## src/rtl/cla_pkg.sv

```systemverilog
// Shared constants and state encoding for the streaming carry-lookahead adder.
package cla_pkg;

  localparam int W_DEFAULT = 4;

  typedef enum logic {
    IDLE = 1'b0,
    BUSY = 1'b1
  } state_t;

endpackage

```

## src/rtl/cla_stream_adder_if.sv

```systemverilog
// Stream interface between pgu and the adder (p/g beats in, result beats out).
interface cla_stream_adder_if import cla_pkg::*; #(parameter int W = W_DEFAULT);

  logic         cin;
  logic         in_valid;
  logic         in_ready;
  logic         in_first;
  logic         in_last;
  logic [W-1:0] p;
  logic [W-1:0] g;
  logic         out_valid;
  logic         out_ready;
  logic [W-1:0] out_sum;
  logic         out_last;
  logic         out_cout;
  logic         out_ovf;
  logic         out_bp;
  logic         out_bg;
  logic         proto_err;

  modport slave (
    input  cin, in_valid, in_first, in_last, p, g, out_ready,
    output in_ready, out_valid, out_sum, out_last, out_cout, out_ovf,
           out_bp, out_bg, proto_err
  );

  modport master (
    output cin, in_valid, in_first, in_last, p, g, out_ready,
    input  in_ready, out_valid, out_sum, out_last, out_cout, out_ovf,
           out_bp, out_bg, proto_err
  );

endinterface

```

## src/rtl/cla_lookahead.sv

```systemverilog
// Combinational carry lookahead for one W-bit group; every carry is a flat
// sum-of-products of g, p and c0, so no carry ripples through another.
module cla_lookahead #(parameter int W = 4) (
  input  logic [W-1:0] p,
  input  logic [W-1:0] g,
  input  logic         c0,
  output logic [W:0]   c,
  output logic [W-1:0] sum,
  output logic         bp,
  output logic         bg
);

  // c[idx] = g[idx-1] | p[idx-1]g[idx-2] | ... | p[idx-1..0]c0
  function automatic logic la_carry(input logic [W-1:0] p_v, input logic [W-1:0] g_v,
                                    input logic c0_v, input int idx);
    logic acc;
    logic term;
    acc = c0_v;
    for (int j = 0; j < idx; j++) acc = acc & p_v[j];
    for (int k = 0; k < idx; k++) begin
      term = g_v[k];
      for (int j = k + 1; j < idx; j++) term = term & p_v[j];
      acc = acc | term;
    end
    return acc;
  endfunction

  for (genvar i = 0; i <= W; i++) begin : g_carry
    assign c[i] = la_carry(p, g, c0, i);
  end

  assign sum = p ^ c[W-1:0];
  assign bp  = &p;
  assign bg  = la_carry(p, g, 1'b0, W);

endmodule

```

## src/rtl/cla_stream_adder.sv

```systemverilog
// Multi-beat adder: lookahead within a beat, registered carry across beats,
// one-stage output register with valid/ready handshake.
module cla_stream_adder import cla_pkg::*; #(parameter int W = W_DEFAULT) (
  input  logic              clk,
  input  logic              rst_n,
  cla_stream_adder_if.slave bus
);

  state_t       state_r;
  state_t       state_nxt_s;
  logic         carry_r;
  logic         start_s;
  logic         err_s;
  logic         xfer_s;
  logic         ready_s;
  logic         c0_s;
  logic [W:0]   c_s;
  logic [W-1:0] sum_s;
  logic         bp_s;
  logic         bg_s;
  logic         carry_unused_s;

  logic         out_valid_r;
  logic [W-1:0] out_sum_r;
  logic         out_last_r;
  logic         out_cout_r;
  logic         out_ovf_r;
  logic         out_bp_r;
  logic         out_bg_r;

  // Ready is forced low while reset is held so every output reads 0 in reset.
  assign ready_s = rst_n & (~out_valid_r | bus.out_ready);
  assign xfer_s  = bus.in_valid & ready_s;

  // Operand start and framing-error decode; an unframed IDLE beat still starts an operand.
  always_comb begin
    start_s = bus.in_first | (state_r == IDLE);
    err_s   = bus.in_first ? (state_r == BUSY) : (state_r == IDLE);
    c0_s    = start_s ? bus.cin : carry_r;
  end

  cla_lookahead #(.W(W)) u_la (
    .p   (bus.p),
    .g   (bus.g),
    .c0  (c0_s),
    .c   (c_s),
    .sum (sum_s),
    .bp  (bp_s),
    .bg  (bg_s)
  );

  // Intermediate carries are consumed inside the lookahead only.
  assign carry_unused_s = &{1'b0, c_s[W-2:0]};

  // Next-state logic; the state only moves on a transfer.
  always_comb begin
    state_nxt_s = state_r;
    case (state_r)
      IDLE, BUSY: begin
        if (xfer_s) begin
          state_nxt_s = bus.in_last ? IDLE : BUSY;
        end else begin
          state_nxt_s = state_r;
        end
      end
      default: state_nxt_s = IDLE;
    endcase
  end

  // State and inter-beat carry registers.
  always_ff @(posedge clk or negedge rst_n) begin
    if (!rst_n) begin
      state_r <= IDLE;
      carry_r <= 1'b0;
    end else if (xfer_s) begin
      state_r <= state_nxt_s;
      carry_r <= c_s[W];
    end else begin
      state_r <= state_r;
      carry_r <= carry_r;
    end
  end

  // Output register: load on transfer, drop valid when taken, otherwise hold.
  always_ff @(posedge clk or negedge rst_n) begin
    if (!rst_n) begin
      out_valid_r <= 1'b0;
      out_sum_r   <= {W{1'b0}};
      out_last_r  <= 1'b0;
      out_cout_r  <= 1'b0;
      out_ovf_r   <= 1'b0;
      out_bp_r    <= 1'b0;
      out_bg_r    <= 1'b0;
    end else if (xfer_s) begin
      out_valid_r <= 1'b1;
      out_sum_r   <= sum_s;
      out_last_r  <= bus.in_last;
      out_cout_r  <= c_s[W];
      out_ovf_r   <= bus.in_last ? (c_s[W] ^ c_s[W-1]) : 1'b0;
      out_bp_r    <= bp_s;
      out_bg_r    <= bg_s;
    end else if (bus.out_ready) begin
      out_valid_r <= 1'b0;
    end else begin
      out_valid_r <= out_valid_r;
    end
  end

  assign bus.in_ready  = ready_s;
  assign bus.proto_err = xfer_s & err_s;
  assign bus.out_valid = out_valid_r;
  assign bus.out_sum   = out_sum_r;
  assign bus.out_last  = out_last_r;
  assign bus.out_cout  = out_cout_r;
  assign bus.out_ovf   = out_ovf_r;
  assign bus.out_bp    = out_bp_r;
  assign bus.out_bg    = out_bg_r;

endmodule

```

## src/flat_wrapper.sv

```systemverilog
// flat-port wrapper written by rule: the top's interface ports become plain ports
module cla_stream_adder_flat import cla_pkg::*;
#(parameter int W = W_DEFAULT)
  (clk, rst_n, bus_cin, bus_in_valid, bus_in_first, bus_in_last, bus_p, bus_g, bus_out_ready, bus_in_ready, bus_out_valid, bus_out_sum, bus_out_last, bus_out_cout, bus_out_ovf, bus_out_bp, bus_out_bg, bus_proto_err);
  cla_stream_adder_if #(.W(W)) bus_i ();
  input  logic clk;
  input  logic rst_n;
  input wire logic [$bits(bus_i.cin)-1:0] bus_cin;
  input wire logic [$bits(bus_i.in_valid)-1:0] bus_in_valid;
  input wire logic [$bits(bus_i.in_first)-1:0] bus_in_first;
  input wire logic [$bits(bus_i.in_last)-1:0] bus_in_last;
  input wire logic [$bits(bus_i.p)-1:0] bus_p;
  input wire logic [$bits(bus_i.g)-1:0] bus_g;
  input wire logic [$bits(bus_i.out_ready)-1:0] bus_out_ready;
  output wire logic [$bits(bus_i.in_ready)-1:0] bus_in_ready;
  output wire logic [$bits(bus_i.out_valid)-1:0] bus_out_valid;
  output wire logic [$bits(bus_i.out_sum)-1:0] bus_out_sum;
  output wire logic [$bits(bus_i.out_last)-1:0] bus_out_last;
  output wire logic [$bits(bus_i.out_cout)-1:0] bus_out_cout;
  output wire logic [$bits(bus_i.out_ovf)-1:0] bus_out_ovf;
  output wire logic [$bits(bus_i.out_bp)-1:0] bus_out_bp;
  output wire logic [$bits(bus_i.out_bg)-1:0] bus_out_bg;
  output wire logic [$bits(bus_i.proto_err)-1:0] bus_proto_err;
  assign bus_i.cin = bus_cin;
  assign bus_i.in_valid = bus_in_valid;
  assign bus_i.in_first = bus_in_first;
  assign bus_i.in_last = bus_in_last;
  assign bus_i.p = bus_p;
  assign bus_i.g = bus_g;
  assign bus_i.out_ready = bus_out_ready;
  assign bus_in_ready = bus_i.in_ready;
  assign bus_out_valid = bus_i.out_valid;
  assign bus_out_sum = bus_i.out_sum;
  assign bus_out_last = bus_i.out_last;
  assign bus_out_cout = bus_i.out_cout;
  assign bus_out_ovf = bus_i.out_ovf;
  assign bus_out_bp = bus_i.out_bp;
  assign bus_out_bg = bus_i.out_bg;
  assign bus_proto_err = bus_i.proto_err;
  cla_stream_adder #(.W(W)) u_core (.clk(clk), .rst_n(rst_n), .bus(bus_i));
endmodule
```

## config.mk

```make
export PLATFORM = sky130hd
export DESIGN_NAME = cla_stream_adder_flat
export DESIGN_NICKNAME = d
export VERILOG_FILES = /design/src/rtl/cla_pkg.sv /design/src/rtl/cla_stream_adder_if.sv /design/src/rtl/cla_lookahead.sv /design/src/rtl/cla_stream_adder.sv /design/src/flat_wrapper.sv
export SDC_FILE = /design/constraint.sdc
export NUM_CORES = 1
export LEC_CHECK = 0
export CAP_MARGIN = 0
export CELL_PAD_IN_SITES_DETAIL_PLACEMENT = 1
export CELL_PAD_IN_SITES_GLOBAL_PLACEMENT = 1
export CORE_MARGIN = 2
export CORE_UTILIZATION = 28
export DETAILED_ROUTE_END_ITERATION = 7
export HOLD_SLACK_MARGIN = 0.02
export PLACE_DENSITY = 0.74
export SLEW_MARGIN = 20
export SYNTH_ARGS = -nofsm -noshare
export SYNTH_HDL_FRONTEND = slang
export SYNTH_HIERARCHICAL = 1
export SYNTH_SLANG_ARGS = --single-unit
export TNS_END_PERCENT = 100
```

## constraint.sdc

```tcl
create_clock -name clk -period 1.95 [get_ports clk]
set_clock_uncertainty 0.2 [all_clocks]
set_input_delay 0.39 -clock clk [delete_from_list [all_inputs] [get_ports clk]]
set_output_delay 0.39 -clock clk [all_outputs]
set_load 0.1 [all_outputs]
```

==> metrics.md <==
| Metric | Value |
|---|---|
| Setup ws final | -238 ps |
| Setup Crit Path Kind | reg -> reg |
| Final setup TNS | -962 ps |
| Final Hold Fails | 0 |
| HP Class | in -> async |
| Pre-CTS setup slack | -768 ps |
| Bufs on Longest Clock Path | 2 |
| Slew headroom | between 80% and 90% |
| Worst setup EP type | flip-flop |
| Tot GR Track Use | 15.8% |
| Initial antenna violation count | 0 |
| Power Density | between 1000 and 1500 nW/um2 |
| CP top delay family | multiplexers |
| Initial core utilization | 29.3% |
| Drt wl/cell | 14.3 um |
| Die Y | 51.6 um |
| GP Congestion | 0.673 |
| Worst-margin pin slew | 205 ps |
| Hold slack | 128 ps |
| Post-CTS Hold Fix Bufs | 0 |
| I/O pins | 27 |
| Critical path cell sequence | ha_2 -> mux2_4 -> ha_4 -> o211ai_1 -> nand2_1 -> buf_4 -> xor2_1 -> mux2_4 |
| CP Data Required Time | 1920 ps |
| Status | finished, violations left |
| Failing checks | negative setup slack |
| H-tree depth | 1 |
| Crit path time final | 2190 ps |
| Total iterations of the first detailed-routing run | 4 |
| Setup violations, final | 5 |
| Largest net degree at the start of global routing | 12 |
| CP arrival | 2150 ps |
| Slowest Stage Delay on Critical Path | 390 ps |
| Die width | 51.6 um |
| Netlist Area Pre-Place | between 600 and 700 um2 |
| Post-Layout Cell Count | 123 |
| Final ANT Viol Nets | 0 |
| DIE AREA | 2670 um2 |
| R2r setup slk | -240 ps |
| LEAKAGE | 0.571 nW |
| First-pass GRT wire length | 3000 um |
| Reg-to-Reg Start | u_core/state_r |
| DRC | 0 |
| Critical Path End | u_core/bus.out_sum[3] |
| Total grt overflow | 0 |
| PortBufs | 26 |
| Fmax | 457 MHz |
| Reg2Reg Depth | 8 |
| Core area | 2170 um2 |
| # fillers | approximately 240 |
| Clock slew seen by the registers of the worst setup and hold paths | 70 ps |
| Syn nets | 67 |
| MaxCap Viol Count | 0 |
| Max-slew violations | 0 |
| Overall routed net length | 1760 um |
| RSZ-0062 raised after global routing | yes |
| Worst path depth | 8 |
| Avg Cell Area, Syn | 12.7 um2 |
| IR drop worst, VDD | 0.720 mV |
| Via Count | 576 |
| Placed Instances | about 110 |
| CP Max Fanout | 3 |
| Multi-input gate area | 355 um2 |
| Critical path's slowest cell | dfrtp_1 |
| Row cnt | 17 |
| TritonCTS Buffers | 3 |
| CTS tree | built |
| Detail Placement HPWL | 1330 um |
| Root buf cell | clkbuf_4 |
| Routed vias/inst | 4.68 |
| Cell count after synthesis | 50 |
| Worst-skew pair later-pin latency | 280 ps |
| Reg area | 283 um2 |
| Reg-to-Reg End | u_core/bus.out_sum[3] |
| Crit start category | flip-flop |
| Area growth, synth to finish | 90.4% |
| Final worst-path cycle share | 112% |
| Commonest non-fill, non-tap cell in the layout | buf_4 |
| Most frequent cells in the layout | 15 x buf_4, 12 x buf_12, 10 x clkdlybuf4s50_1 |
| 1st-iter DRT viols | 3 |
| Total of warnings raised by yosys | 6 |
| Setup crit start | u_core/state_r |
| Ant diodes | 0 |
| Vias in the first global route | between 600 and 700 |
| Final net count | 113 |
| Sink Count | 11 |
| Crit path buf inv count | 1 |
| Layout cell share with drive strength beyond 1 | between 50% and 60% |
| Most frequent CP cell | mux2_4 |
[per-layer routing]
metal  vias to the layer above  wire [um]  track usage, %
li1                        263          -               -
met1                       281        650            18.0
met2                        27        920            26.7
met3                         5        134            4.31
met4                         0         50            8.33
met5                         -          0               0
[worst reg2reg max path, stage by stage, from the launching register on]
cell,delay [ps]
dfrtp_1,390
ha_2,180
mux2_4,310
ha_4,160
o211ai_1,160
nand2_1,130
buf_4,160
xor2_1,130
mux2_4,250
[through the flow]
stage | utilization (%) | total power, mW | cell area, um2
floorplan | - | 0.750 | 661
global placement | 52.5 | 1.04 | 1140
detailed placement | 52.5 | 1.05 | 1140
CTS | 54.9 | 1.23 | 1190
global route | 55.8 | 1.28 | 1210
finish | 55.8 | 1.22 | 1210
[cell type report]
cell class	count	area share, %
clock buffers	4	2.17
inverters	3	0.931
multi-input cells	35	29.4
flip-flops and latches	11	23.4
well taps	28	2.90
repair buffers	42	41.3
[worst min-delay path by stage]
stage	from	endpoint	slack, ps	cells after the start
2_1_floorplan	rst_n	u_core/bus.out_bg	-110	0
3_3_place_gp	u_core/state_r	u_core/state_r	330	2
3_5_place_dp	u_core/state_r	u_core/state_r	330	2
4_1_cts	rst_n	u_core/bus.out_valid	140	3
5_1_grt	rst_n	u_core/state_r	120	3
6_report	rst_n	u_core/bus.out_valid	130	3
[timing repair]
action	4_1_cts	5_1_grt
setup buffers	3	2
endpoints found under the setup margin	7	6
gates resized for setup	7	1
gates cloned	0	0
pin swaps	7	5
[where the power goes]
group          switching (mW)  internal [mW]
clock network          0.0842         0.0794
registers              0.0468          0.277
logic                   0.426          0.304
total                   0.557          0.661
[registers in the layout (all words and copies together) (netlist names)]
signal / flops
u_core/bus.out_bg: 1
u_core/carry_r: 1
u_core/bus.out_last: 1
u_core/bus.out_valid: 1
u_core/bus.out_ovf: 1
u_core/bus.out_sum: 4
u_core/bus.out_bp: 1
u_core/state_r: 1
Note: power is estimated with default switching activity, not from simulation.
